[src/rtl/write_merge_buffer.sv]
// Single-line store coalescing buffer: merges byte-masked stores into one line,
// fills holes from memory on eviction when needed, and forwards buffered bytes to loads.
module write_merge_buffer #(
    parameter int WORD_BYTES = 4,
    parameter int LINE_WORDS = 8,
    parameter int ADDR_W     = 32
) (
    input  logic                                 clk,
    input  logic                                 rst,
    input  logic                                 st_valid,
    input  logic [ADDR_W-1:0]                    st_addr,
    input  logic [8*WORD_BYTES-1:0]              st_wdata,
    input  logic [WORD_BYTES-1:0]                st_byte_enable,
    output logic                                 st_ready,
    input  logic                                 flush_req,
    output logic                                 idle,
    input  logic [ADDR_W-1:0]                    ld_addr,
    output logic [8*WORD_BYTES-1:0]              ld_rdata,
    output logic [WORD_BYTES-1:0]                ld_mask,
    output logic                                 mem_read,
    output logic                                 mem_write,
    output logic [ADDR_W-1:0]                    mem_addr,
    output logic [8*WORD_BYTES*LINE_WORDS-1:0]   mem_wdata,
    input  logic [8*WORD_BYTES*LINE_WORDS-1:0]   mem_rdata,
    input  logic                                 mem_resp
);

    localparam int LINE_BYTES = WORD_BYTES * LINE_WORDS;
    localparam int LINE_BITS  = 8 * LINE_BYTES;
    localparam int WORD_BITS  = 8 * WORD_BYTES;
    localparam int OFF        = $clog2(LINE_BYTES);
    localparam int WOFF       = $clog2(WORD_BYTES);
    localparam int TAG_W      = ADDR_W - OFF;

    typedef enum logic [1:0] {
        S_EMPTY = 2'd0,
        S_HOLD  = 2'd1,
        S_FILL  = 2'd2,
        S_WRITE = 2'd3
    } state_t;

    state_t                 state_q, state_d;
    logic [TAG_W-1:0]       tag_q, tag_d;
    logic [LINE_BITS-1:0]   data_q, data_d;
    logic [LINE_BYTES-1:0]  mask_q, mask_d;

    logic [TAG_W-1:0]       st_tag, ld_tag;
    logic [OFF-WOFF-1:0]    st_widx, ld_widx;
    logic                   st_hit, ld_hit, evict, st_take;
    logic                   unused_low_bits;

    assign st_tag  = st_addr[ADDR_W-1:OFF];
    assign st_widx = st_addr[OFF-1:WOFF];
    assign ld_tag  = ld_addr[ADDR_W-1:OFF];
    assign ld_widx = ld_addr[OFF-1:WOFF];
    assign unused_low_bits = ^{st_addr[WOFF-1:0], ld_addr[WOFF-1:0]};

    assign st_hit = (st_tag == tag_q);
    assign ld_hit = (ld_tag == tag_q);

    // Flush wins over a same-tag store; a different-tag store forces eviction and stalls.
    assign evict    = (state_q == S_HOLD) && (flush_req || (st_valid && !st_hit));
    assign st_ready = (state_q == S_EMPTY) || ((state_q == S_HOLD) && !flush_req && st_hit);
    assign st_take  = st_valid && st_ready && (st_byte_enable != '0);

    assign idle      = (state_q == S_EMPTY);
    assign mem_read  = (state_q == S_FILL);
    assign mem_write = (state_q == S_WRITE);
    assign mem_addr  = {tag_q, {OFF{1'b0}}};
    assign mem_wdata = data_q;

    always_comb begin
        int bi;
        state_d = state_q;
        tag_d   = tag_q;
        data_d  = data_q;
        mask_d  = mask_q;
        bi      = 0;
        case (state_q)
            S_EMPTY: begin
                if (st_take) begin
                    tag_d   = st_tag;
                    data_d  = '0;
                    mask_d  = '0;
                    state_d = S_HOLD;
                end
            end
            S_HOLD: begin
                if (evict) begin
                    state_d = (&mask_q) ? S_WRITE : S_FILL;
                end
            end
            S_FILL: begin
                if (mem_resp) begin
                    for (int b = 0; b < LINE_BYTES; b++) begin
                        if (!mask_q[b]) begin
                            data_d[b*8 +: 8] = mem_rdata[b*8 +: 8];
                        end
                    end
                    mask_d  = '1;
                    state_d = S_WRITE;
                end
            end
            S_WRITE: begin
                if (mem_resp) begin
                    mask_d  = '0;
                    state_d = S_EMPTY;
                end
            end
            default: state_d = S_EMPTY;
        endcase

        // Merge applies on top of the allocation clear above, so a first store lands in a clean line.
        if (st_take) begin
            for (int i = 0; i < WORD_BYTES; i++) begin
                if (st_byte_enable[i]) begin
                    bi = int'(st_widx) * WORD_BYTES + i;
                    data_d[bi*8 +: 8] = st_wdata[i*8 +: 8];
                    mask_d[bi]        = 1'b1;
                end
            end
        end
    end

    always_comb begin
        ld_rdata = '0;
        ld_mask  = '0;
        if ((state_q != S_EMPTY) && ld_hit) begin
            ld_rdata = data_q[int'(ld_widx)*WORD_BITS +: WORD_BITS];
            ld_mask  = mask_q[int'(ld_widx)*WORD_BYTES +: WORD_BYTES];
        end
    end

    always_ff @(posedge clk) begin
        if (rst) begin
            state_q <= S_EMPTY;
            tag_q   <= '0;
            data_q  <= '0;
            mask_q  <= '0;
        end else begin
            state_q <= state_d;
            tag_q   <= tag_d;
            data_q  <= data_d;
            mask_q  <= mask_d;
        end
    end

endmodule

[config.mk]
export PLATFORM = sky130hd
export DESIGN_NAME = write_merge_buffer
export DESIGN_NICKNAME = d
export VERILOG_FILES = /design/src/rtl/write_merge_buffer.sv
export SDC_FILE = /design/constraint.sdc
export NUM_CORES = 1
export LEC_CHECK = 0
export CORE_AREA = 8 8 259 261
export CTS_CLUSTER_SIZE = 25
export DETAILED_ROUTE_END_ITERATION = 6
export DIE_AREA = 0 0 267 269
export HOLD_SLACK_MARGIN = 0.1
export SLEW_MARGIN = 5
export SYNTH_ARGS = -nofsm -noshare
export SYNTH_HDL_FRONTEND = slang
export SYNTH_SLANG_ARGS = --single-unit
[constraint.sdc]
create_clock -name clk -period 4.6 [get_ports clk]
set_clock_uncertainty 0.15 [all_clocks]
set_input_delay 1.38 -clock clk [delete_from_list [all_inputs] [get_ports clk]]
set_output_delay 1.38 -clock clk [all_outputs]
set_load 0.005 [all_outputs]
==> out/metrics.cfg <==
[timing]
setup_viol_count_final=36
hold_viol_final=0
relSlewSlack_pct=0.5956
post-route-min-period_ns=4.788
worst_pin_slew_ns=1.491
tns_ns=-4.360
worst_slack_ns=-0.1877
hold-worst-slack_ns=0.3701
min_period_over_period_pct=104.1
maxSlewViolCount=0
fmax_mhz=208.9
rsz0062_at_grt=yes

[pwr]
finalPower_mw=11.37
power_density_mw_per_mm2=371.4
ir_worst_vdd_mv=0.4794
leakage_nw=11.33

[route]
drc=0
vias_per_cell=5.754
routedWlPerCell_um=28.74
firstDrtPassIters=6
drtIter0Drc=2136
vias=21370
wirelength_um=106700
ant_nets=0

[placed_design]
dp.cells=3611
dpl_cell_area_mm2=0.02881
hpwlAfterDp_um=80030
gp_congestion=0.9215
place_ws_ns=-1.122
port_buffers=679

[floorplanning]
core_region_area_mm2=0.06274
die_h_um=269
die_width_um=267
std_cell_rows=92
start_util_pct=33.16
die-area_mm2=0.07182
design.portCount=689

[clock_tree]
holdBufCountCts=0
clk_latency_ns=0.56
cts_sinks=317
clk_pin_slew_ns=0.06
cts_root_buffer=clkbuf_16
cts_buffer_depth=3
ctsHtreeMaxLevel=2
cts_tree=done
cts_buffers=41

[synthesis]
ys.flop_type=dfxtp_1
synth_edf_count=0
syn_area_per_cell_um2=9.455
synth_seq_area_share_pct=30.51
syn_area_mm2=0.02080
synth_seq_cells=317
synth-warning-count=0
async_flop_share_pct=0
netlist_instances=2200
synth_cell_types=56

[cells_and_area]
area.growth.synth_to_final_pct=47.20
drive_gt1_share_pct=24.96
regArea_mm2=0.006346
finalNonFillerCells=3714
nets=3190
fillCellCount=5806
post-route-util_pct=48.80
multi_input_area_mm2=0.01391
design_area_mm2=0.03062

[critical_path]
start_kind=primary input
required_ns=3.07
cp_max_fo=8
crit_type=primary input to primary output
end_kind=primary output
cp.arrival_ns=3.26

[global_routing]
grt_pass1_wl_um=150700
antenna_found_initial=29
grt_max_degree=215
grt-ovfl-total=0
first_global_vias=21160
track_usage_pct=27.87

[outcome]
status=finished, violations left
violations=negative setup slack

[job]
maxCapViolations=0

[worst_hold_path]
hold_class=flip-flop to flip-flop

[cells in the final DEF (no fill, tap or decap), drive strengths merged, types with 7 or more instances in the layout]
cell	instances
clkdlybuf4s50	618
dfxtp	317
mux2	315
a22oi	208
nor2	187
buf	152
nand2	134
mux2i	97
a22o	96
o31ai	88
or3	78
mux4	72
nand2b	66
or2	64
clkbuf	58
a21oi	39
xor2	30
diode	24
xnor2	24
o22ai	21
nor4	21
nand4	18
nand3	17
and2	11
ha	11
and3	10
dlygate4sd2	9
inv	8
nor3	8
clkinv	8
nor2b	7
dlymetal6s2s	7
[cell families after synthesis]
| group | synth area share (%) |
|---|---|
| adders and majority gates | 0.6617 |
| buffers and inverters | 4.524 |
| DFF | 30.51 |
| xor gates and xnor gates | 2.274 |
| and+or+nand+nor | 15.41 |
| muxes | 29.52 |
| other | 0.01803 |
| AOI/OAI and AO/OA | 17.08 |
[synth_stat cells, types with 4 or more instances]
master / count / area share, %
nor4_1: 20 / 0.60
mux2_2: 307 / 17
a22o_1: 96 / 4.0
buf_4: 12 / 0.43
a22oi_1: 208 / 7.5
inv_1: 8 / 0.14
nand3_1: 17 / 0.41
or2_2: 50 / 1.5
o31ai_1: 88 / 3.2
and3_1: 10 / 0.30
nand2b_1: 66 / 2.0
clkbuf_1: 152 / 2.7
or2_1: 12 / 0.36
o22ai_1: 21 / 0.63
a211oi_1: 6 / 0.22
buf_1: 20 / 0.36
dfxtp_1: 317 / 31
nor2_1: 181 / 3.3
nand2_1: 133 / 2.4
xor2_1: 30 / 1.3
nor2_2: 6 / 0.18
or3_1: 78 / 2.3
nand4_1: 17 / 0.51
xnor2_1: 24 / 1.0
mux4_2: 72 / 7.8
o21ai_0: 4 / 0.096
nor3_1: 8 / 0.19
mux2i_1: 97 / 4.7
ha_1: 11 / 0.66
a21oi_1: 39 / 0.94
buf_2: 29 / 0.70
a31oi_1: 5 / 0.15
mux2_1: 8 / 0.43
and2_1: 11 / 0.33
nor2b_1: 7 / 0.21
[worst max-delay path: stages]
cell and delay (ns):
clkdlybuf4s50_1 0.41, xor2_1 0.15, nor4_1 0.30, buf_4 0.16, nand4_1 0.10, buf_6 0.16
buf_12 0.14, buf_16 0.17, nor2_4 0.12, buf_2 0.12
[area by class of cell]
class                      instances  share of cell area (%)
antenna                           24                  0.1962
clock buffer                      57                   3.878
clock inverter                    12                  0.4863
inverter                           8                 0.09808
multi-input combinational       1663                   45.44
sequential                       317                   20.73
tap                              846                   3.457
timing repair buffer             787                   25.72
[metal layers]
metal	up-vias	wire [um]	global-route usage [%]
li1	9465	-	-
met1	10620	41720	34.04
met2	1056	51430	46.54
met3	222	8785	6.346
met4	10	4749	12.78
met5	-	57	0
[state kept, by name, indices dropped and copies added (netlist names)]
| signal | flops |
|---|---|
| mask_q | 32 |
| mem_wdata | 256 |
| state_q | 2 |
| tag_q | 27 |
[worst paths after layout]
kind	start	endpoint	slack, ns	cells past startpoint
worst max-delay path	ld_addr[18]	ld_rdata[16]	-0.19	10
worst min-delay path	tag_q[4]	tag_q[4]	0.37	2
worst max register to register	state_q[1]	mem_wdata[40]	1.28	9
worst min register to register	tag_q[4]	tag_q[4]	0.37	2
[report_power, final]
group / internal (mW) / switching [mW]
Sequential: 3.05 / 0.420
Clock: 1.96 / 1.33
Combinational: 1.99 / 2.62
Total: 7.00 / 4.37
[repair_timing]
| item | in CTS | in global routing |
|---|---|---|
| gates resized for setup | 245 | 35 |
| pin swaps | 47 | 14 |
| setup buffers | 4 | 1 |
| gates cloned | 5 | 0 |
| setup endpoints to repair | 37 | 37 |
| hold endpoints to repair | 0 | 0 |
Power figures use the tool's default switching activity.
